`config.mk`:
```
export PLATFORM = sky130hd
export DESIGN_NAME = rob_queue
export DESIGN_NICKNAME = d
export VERILOG_FILES = /design/src/rtl/rob_queue.sv
export SDC_FILE = /design/constraint.sdc
export NUM_CORES = 2
export LEC_CHECK = 0
export ABC_AREA = 1
export BUFFER_PORTS_ARGS = -buffer_cell sky130_fd_sc_hd__buf_2
export CORE_ASPECT_RATIO = 0.75
export CORE_MARGIN = 3
export CORE_UTILIZATION = 60
export CTS_BUF_LIST = sky130_fd_sc_hd__clkbuf_4 sky130_fd_sc_hd__clkbuf_8
export DETAILED_ROUTE_END_ITERATION = 12
export MAX_ROUTING_LAYER = met4
export PLACE_DENSITY = 0.79
export SETUP_SLACK_MARGIN = 0.05
export SYNTH_ARGS = -nofsm -noshare
export SYNTH_HDL_FRONTEND = slang
export SYNTH_SLANG_ARGS = --single-unit
```
`constraint.sdc`:
```
create_clock -name clk_i -period 5.1 [get_ports clk_i]
set_input_delay 1.02 -clock clk_i [delete_from_list [all_inputs] [get_ports clk_i]]
set_output_delay 1.02 -clock clk_i [all_outputs]
set_load 0.02 [all_outputs]
```
`src/rtl/rob_queue.sv`:
```
// rob_queue: circular reorder buffer; allocates in program order, captures CDB results, presents head to commit
module rob_queue #(
    parameter int DEPTH       = 8,
    parameter int ROB_IDX_LEN = 3,
    parameter int XLEN        = 64,
    parameter int EXCEPT_LEN  = 6
) (
    input  logic                   clk_i,
    input  logic                   rst_i,
    input  logic                   flush_i,
    input  logic                   issue_valid_i,
    output logic                   issue_ready_o,
    input  logic [31:0]            issue_instr_i,
    input  logic [XLEN-1:0]        issue_pc_i,
    input  logic [4:0]             issue_rd_idx_i,
    input  logic                   issue_res_ready_i,
    input  logic                   issue_except_raised_i,
    input  logic [EXCEPT_LEN-1:0]  issue_except_code_i,
    output logic [ROB_IDX_LEN-1:0] issue_idx_o,
    input  logic                   cdb_valid_i,
    input  logic [ROB_IDX_LEN-1:0] cdb_idx_i,
    input  logic [XLEN-1:0]        cdb_value_i,
    input  logic                   cdb_except_raised_i,
    input  logic [EXCEPT_LEN-1:0]  cdb_except_code_i,
    output logic                   comm_valid_o,
    input  logic                   comm_ready_i,
    output logic [31:0]            comm_instr_o,
    output logic [XLEN-1:0]        comm_pc_o,
    output logic [4:0]             comm_rd_idx_o,
    output logic [XLEN-1:0]        comm_value_o,
    output logic                   comm_except_raised_o,
    output logic [EXCEPT_LEN-1:0]  comm_except_code_o,
    output logic [ROB_IDX_LEN-1:0] comm_head_idx_o
);
    localparam logic [ROB_IDX_LEN:0] L_FULL = (ROB_IDX_LEN+1)'(DEPTH);

    logic [DEPTH-1:0]       r_valid;
    logic [DEPTH-1:0]       r_res_ready;
    logic [31:0]            r_instr  [DEPTH];
    logic [XLEN-1:0]        r_pc     [DEPTH];
    logic [4:0]             r_rd     [DEPTH];
    logic [XLEN-1:0]        r_value  [DEPTH];
    logic                   r_exc    [DEPTH];
    logic [EXCEPT_LEN-1:0]  r_code   [DEPTH];
    logic [ROB_IDX_LEN-1:0] r_head;
    logic [ROB_IDX_LEN-1:0] r_tail;
    logic [ROB_IDX_LEN:0]   r_count;

    logic w_push;
    logic w_pop;
    logic w_cdb;
    logic w_head_ok;

    assign issue_ready_o   = r_count != L_FULL;
    assign issue_idx_o     = r_tail;
    assign comm_head_idx_o = r_head;
    assign w_head_ok       = r_valid[r_head] & r_res_ready[r_head];
    assign w_push          = issue_valid_i & issue_ready_o;
    assign w_pop           = w_head_ok & comm_ready_i;
    assign w_cdb           = cdb_valid_i & r_valid[cdb_idx_i] & ~r_res_ready[cdb_idx_i];

    // Head entry presented to commit, zeroed while not committable
    always_comb begin
        comm_valid_o         = w_head_ok;
        comm_instr_o         = w_head_ok ? r_instr[r_head] : '0;
        comm_pc_o            = w_head_ok ? r_pc[r_head]    : '0;
        comm_rd_idx_o        = w_head_ok ? r_rd[r_head]    : '0;
        comm_value_o         = w_head_ok ? r_value[r_head] : '0;
        comm_except_raised_o = w_head_ok ? r_exc[r_head]   : 1'b0;
        comm_except_code_o   = w_head_ok ? r_code[r_head]  : '0;
    end

    // Occupancy state: pointers, count and per-entry valid/ready flags; flush behaves like reset
    always_ff @(posedge clk_i or posedge rst_i) begin
        if (rst_i) begin
            r_valid     <= '0;
            r_res_ready <= '0;
            r_head      <= '0;
            r_tail      <= '0;
            r_count     <= '0;
        end else if (flush_i) begin
            r_valid     <= '0;
            r_res_ready <= '0;
            r_head      <= '0;
            r_tail      <= '0;
            r_count     <= '0;
        end else begin
            if (w_cdb) r_res_ready[cdb_idx_i] <= 1'b1;
            if (w_pop) begin
                r_valid[r_head] <= 1'b0;
                r_head          <= r_head + 1'b1;
            end
            if (w_push) begin
                r_valid[r_tail]     <= 1'b1;
                r_res_ready[r_tail] <= issue_res_ready_i | issue_except_raised_i;
                r_tail              <= r_tail + 1'b1;
            end
            if (w_push && !w_pop) r_count <= r_count + 1'b1;
            else if (w_pop && !w_push) r_count <= r_count - 1'b1;
        end
    end

    // Entry payload; only meaningful while the entry is valid, so no reset is needed
    always_ff @(posedge clk_i) begin
        if (!flush_i && w_push) begin
            r_instr[r_tail] <= issue_instr_i;
            r_pc[r_tail]    <= issue_pc_i;
            r_rd[r_tail]    <= issue_rd_idx_i;
            r_value[r_tail] <= '0;
            r_exc[r_tail]   <= issue_except_raised_i;
            r_code[r_tail]  <= issue_except_code_i;
        end
        if (!flush_i && w_cdb) begin
            r_value[cdb_idx_i] <= cdb_value_i;
            r_exc[cdb_idx_i]   <= cdb_except_raised_i;
            r_code[cdb_idx_i]  <= cdb_except_code_i;
        end
    end
endmodule
```
Yosys cells after proc, flatten, opt, wreduce, memory -nomap -nowiden. Memories as Yosys holds them, arrays and structs flattened. Index checks and enable logic that the tools add are counted.

Bits in registers: 26. Bits in writable memories: 1376. Bits of input ports: 189. Output and inout bits: 180. Word-level logic and storage cells: 86. Memories kept: 6.

$add $sub $neg: 4. Order comparisons: 6. Equal/unequal tests: 1. Mux-type cells: 40. Bitwise operators: 11. Reductions and logical operators: 13.

Memory list: r_pc (words 8, bits a word 64, read ports 1, clocked after Yosys merged registers in 0, write ports 1, RTL line 40) `logic [XLEN-1:0] r_pc [DEPTH];`; r_value (words 8, bits a word 64, read ports 1, clocked after Yosys merged registers in 0, write ports 2, RTL line 42) `logic [XLEN-1:0] r_value [DEPTH];`; r_instr (words 8, bits a word 32, read ports 1, clocked after Yosys merged registers in 0, write ports 1, RTL line 39) `logic [31:0] r_instr [DEPTH];`; r_code (words 8, bits a word 6, read ports 1, clocked after Yosys merged registers in 0, write ports 2, RTL line 44) `logic [EXCEPT_LEN-1:0] r_code [DEPTH];`; r_rd (words 8, bits a word 5, read ports 1, clocked after Yosys merged registers in 0, write ports 1, RTL line 41) `logic [4:0] r_rd [DEPTH];`; r_exc (words 8, bits a word 1, read ports 1, clocked after Yosys merged registers in 0, write ports 2, RTL line 43) `logic r_exc [DEPTH];`.

Operators by type and width (number): 2-to-1 mux 64 bit (2); 2-to-1 mux 8 bit (8); 2-to-1 mux 32 bit (1); OR 8 bit (2); binary-select mux 1 bit (select 3 bit) (4); less-than comparator 3 x 4 -> 1 bit (second input constant) (3); 2-to-1 mux 1 bit (12); 2-to-1 mux 3 bit (4); 2-to-1 mux 4 bit (3); demux 1 bit (select 3 bit) (3); >= comparator 3 x 1 -> 1 bit (second input constant) (3); bitwise AND 8 bit (1); bitwise mux 8 bit (1); NOT 8 bit (1); logical AND 1 bit (7); adder 3 x 1 -> 3 bit (second input constant) (2); 2-to-1 mux 6 bit (1); bitwise AND 1 bit (5); 2-to-1 mux 5 bit (1); adder 4 x 1 -> 4 bit (second input constant) (1); != test 4 bit (second input constant) (1); nonzero test 2 bit (2); subtractor 4 x 1 -> 4 bit (second input constant) (1); logical NOT 1 bit (3); 3 further kinds (3).

Logic depth before layout (Yosys ltp).
Depth in word-level cells: 11. Gate-level depth with buffers: 19.

Worst setup path after synthesis. OpenSTA, ideal clock, no wires.

Path type: input -> register. Start: in cdb_idx_i[0]. End: mem r_code[7][0], enable pin. Setup time: 431 ps. Arrival time: 3897 ps. Path slack: 772 ps. Stages: 13. Buffers on the path: 3. Path through: buf_2 buf_4 nand2_1 o21ai_1 nand2_1 nand2_1 nand2_1 nand2_1 nand3_2 nor2_4 nand2_2 buf_2 nand2_1.

RTL lines: from (decl) (RTL line 21) `input logic [ROB_IDX_LEN-1:0] cdb_idx_i,`; to (decl) (RTL line 44).

Worst setup path in the final report.
Start: reg r_head[0] (netlist: comm_head_idx_o[0]). End: out comm_except_raised_o.

Word-level cells in the longest chain between the ends: 4.

Ends and longest elaborated chain: from (decl) (RTL line 45) `logic [ROB_IDX_LEN-1:0] r_head;`; from (signal assigned) (RTL line 91) `r_head <= r_head + 1'b1;`; binary-select mux 1 bit (select 3 bit) (RTL line 57) `assign w_head_ok = r_valid[r_head] & r_res_ready[r_head];`; 2-to-1 mux 1 bit (not written as such) (RTL line 57); bitwise AND 1 bit (RTL line 57); 2-to-1 mux 1 bit * (RTL line 69) `comm_except_raised_o = w_head_ok ? r_exc[r_head] : 1'b0;`; to (decl) (RTL line 31) `output logic comm_except_raised_o,`.

Mark *: on every way between the ends. The rest lies on a longest branch, timed or not. The select of a mux whose other input is x is not followed.

==> summary.md <==
| Metric | Value |
|---|---|
| Ys flop type | `edfxtp_1` |
| Pin count of the biggest net entering global routing | `just over 100` |
| Vias in the first global route | `between 30000 and 40000` |
| Via count | `36210` |
| RSZ-0062 raised after global routing | `no` |
| Combinational group share of total power | `6.2%` |
| Seq/Total Area, Yosys | `76.67%` |
| Post-route cell area | `62500 um2` |
| Critical path's largest stage delay | `990 ps` |
| Clock sink count | `1402` |
| Share of layout cells above drive strength 1 | `25.01%` |
| EDFF count, synth | `roughly 1400` |
| Crit path top cell by count | `nand2_1` |
| Area delta synth->final | `14.18%` |
| Min cycle time layout | `4857 ps` |
| Synth unique cells | `38` |
| Htree depth | `4` |
| Die height | `267.6 um` |
| Internal cell power | `17.75 mW` |
| Hold path startpoint | `issue_instr_i[26]` |
| Area contributors post-synth | `edfxtp_1 75%, nor2_1 4.6%, o22ai_1 4.3%` |
| R2r setup slk | `1770 ps` |
| Setup crit start kind | `flip-flop` |
| Pwr dens | `370.1 nW/um2` |
| Global-route wire length before repair | `roughly 220 mm` |
| Core Footprint | `89980 um2` |
| Mapped cell area | `54740 um2` |
| Static leakage power | `21.40 nW` |
| DP HPWL | `between 80 and 90 mm` |
| Clock-pin slew on the worst setup and hold paths | `60 ps` |
| # IOs | `369` |
| Worst path top cell family by delay | `simple AND/OR/NAND/NOR gates` |
| Clk buf depth | `3` |
| Row count | `95` |
| Initial antenna violation count | `20` |
| Syn_nets | `4096` |
| Yosys warnings | `0` |
| Die width | `354.8 um` |
| Worst setup EP type | `primary output` |
| Flops & latches, synth | `1402` |
| Yosys top cell by area | `edfxtp_1` |
| Antenna-violating nets left | `0` |
| Clk_skew | `44.74 ps` |
| Final setup fails | `0` |
| Psw | `around 5.4 mW` |
| Max VDD drop | `0.0002487 V` |
| TritonCTS clock tree | `yes` |
| Slowest stage cell on the critical path | `nor4_1` |
| CP Launch Point | `comm_head_idx_o[0]` |
| Worst path required time | `4080 ps` |
| Placed cell areas | `approximately 58000 um2` |
| Top Usage Layer GRT | `met2` |
| Routed vias/inst | `6.322` |
| Nets | `4520` |
| Port buffer count | `368` |
| Worst-Skew Late Latency | `870 ps` |
| Worst-margin pin slew | `1233 ps` |
| CP max FO | `22` |
| Critical path cell sequence | `clkinvlp_4 > buf_4 > nand2_1 > nand2_1 > nand2_1 > nand2_1 > nand2_1 > nand2_1 > nand2_4 > nor4_1 > buf_2` |
| Flop pwr share | `56.3%` |
| Setup CP Type | `reg2out` |
| Crit path DAT | `3840 ps` |
| Share of flip-flops with an asynchronous set or reset | `around 1.9%` |
| Worst hold path type | `in2reg` |
| Iteration-0 DRC Markers | `about 5600` |
| Setup tns final | `0 ps` |
| GRT met3 Usage | `7.394%` |
| GRT Overall Usage | `approximately a third` |
| Mean Syn Cell Area | `14.03 um2` |
| Number of max-cap violations | `0` |
| Yosys top cell area share | `75.48%` |
| Met2 Use GR | `47.97%` |
| Most frequent cell after synthesis | `edfxtp_1` |
| Slew Limit Fails | `0` |
| GP Congestion | `0.9874` |
| Switching Share | `23.27%` |
| DRC | `0` |
| Global route overflow | `0` |
| Fmax | `approximately 200 MHz` |
| Full die area | `94930 um2` |
| Outcome | `complete, no violations` |
| Part of the cycle the worst path needs | `95.24%` |
| Clk network pwr share | `around 37%` |
| Final Core Density | `69.46%` |
| Routed WL | `150.3 mm` |
| Rel. slew slack | `around 18%` |
| Synth Instances | `slightly below 4000` |
| Pre-Repair DR Iteration Count | `6` |
| CP bufs+invs | `3` |
| Drt wl/cell | `26.24 um` |
| Synth cell count leaders | `1376 x edfxtp_1, 670 x nor2_1, 375 x o22ai_1, 274 x or2_2, 241 x nand2_1` |
| Starting density of the core | `slightly above 60%` |
| Worst R2R Start | `comm_head_idx_o[0]` |
| Num CTS Buffers | `199` |
| CTS root buf | `clkbuf_8` |
| Final hold vios | `0` |
| Met1 GRT Util | `around 44%` |
-- metal layers --
layer / vias up / share of wire (%) / wire (um)
met4: 0 / 3.0 / 4549
met1: 17720 / 38 / 57440
met5: - / 0 / 0
li1: 15530 / - / -
met2: 2633 / 46 / 69270
met3: 332 / 13 / 19070
-- cell usage in the layout (no fill, tap or decap), types with 73 or more instances in the layout --
cell type / Yosys / final
clkbuf_4: 0 / 76
nand2_1: 241 / 232
buf_4: 4 / 79
clkbuf_8: 0 / 200
inv_1: 100 / 91
or2_2: 274 / 274
nor4_1: 96 / 93
nand3_1: 81 / 73
o22ai_1: 375 / 375
buf_2: 105 / 368
nor2_1: 670 / 670
nor3_1: 82 / 81
edfxtp_1: 1376 / 1376
-- logic make-up (layout without fill, tap and decap cells) --
family	count (synthesis)	after routing	synth area share (%)
AOI/OAI and AO/OA	612	612	7.483
xor gates and xnor gates	2	2	0.03201
adders and majority gates	5	5	0.1280
buffers and inverters	369	961	2.827
DFF	1402	1402	76.67
other	0	21	0
and+or+nand+nor	1512	1513	12.86
-- path summary, 6_finish.rpt --
path	to	depth (start not counted)
worst min-delay path	r_instr[5][26]	1
max in group asynchronous	comm_head_idx_o[2]	2
min in group asynchronous	r_count[0]	2
worst min register to register	r_count[2]	2
worst max register to register	r_count[3]	18
worst max-delay path	comm_except_raised_o	11
-- metrics by stage --
step / cells / setup WS (ps) / hold WS (ps) / power [mW]
global route: 5726 / 75.44 / 378.7 / 23.83
floorplan: 3902 / 771.9 / 504.7 / 14.05
global placement: 5333 / 895.2 / 538.2 / 14.64
finish: 5728 / 242.8 / 417.1 / 23.13
detailed placement: 5333 / 737.5 / 549.2 / 14.69
CTS: 5703 / 93.90 / 339.7 / 23.15
-- power by group through the flow --
stage	clock [mW]	combinational, mW	sequential (mW)
after floorplan	0	0.779	13.3
after global placement	0	1.38	13.3
after detailed placement	0	1.42	13.3
after CTS	8.70	1.42	13.0
after global routing	9.24	1.54	13.0
final	8.66	1.44	13.0
-- flip-flops by register name, summed over array words and instances (netlist names) --
name             flops
r_res_ready          8
r_code              48
r_value            512
r_valid              8
r_instr            256
r_count              4
r_pc               512
comm_head_idx_o      3
r_rd                40
issue_idx_o          3
r_exc                8
-- cell type report --
cell class | instances | area (um2)
flip-flops and latches | 1402 | 41970
fillers | 5957 | 27480
multi-input cells | 2132 | 11470
clock buffers | 276 | 3323
repair buffers | 483 | 3156
well taps | 1212 | 1516
clock inverters | 94 | 578.1
inverters | 108 | 429.2
diodes | 21 | 52.55
-- what timing repair did --
action,4_1_cts,5_1_grt
resized for setup,2,6
hold buffers,0,0
setup endpoints to repair,48,18
gates cloned,0,1
setup buffers,0,3
-- worst register-to-register path, stage by stage (launching register included) --
cell and delay (ps):
dfrtp_2 660, clkinvlp_4 160, buf_4 210, nand2_1 70, nand2_1 50, nand2_1 50, nand2_1 50, nand2_1 50
nand2_1 120, nand3_1 430, nand2_1 330, ha_1 420, a21oi_1 160, nand2_1 70, xor2_1 150, inv_1 60
nand2_1 40, nand3_1 90, nand2_1 50
Note: power is estimated with default switching activity, not from simulation.
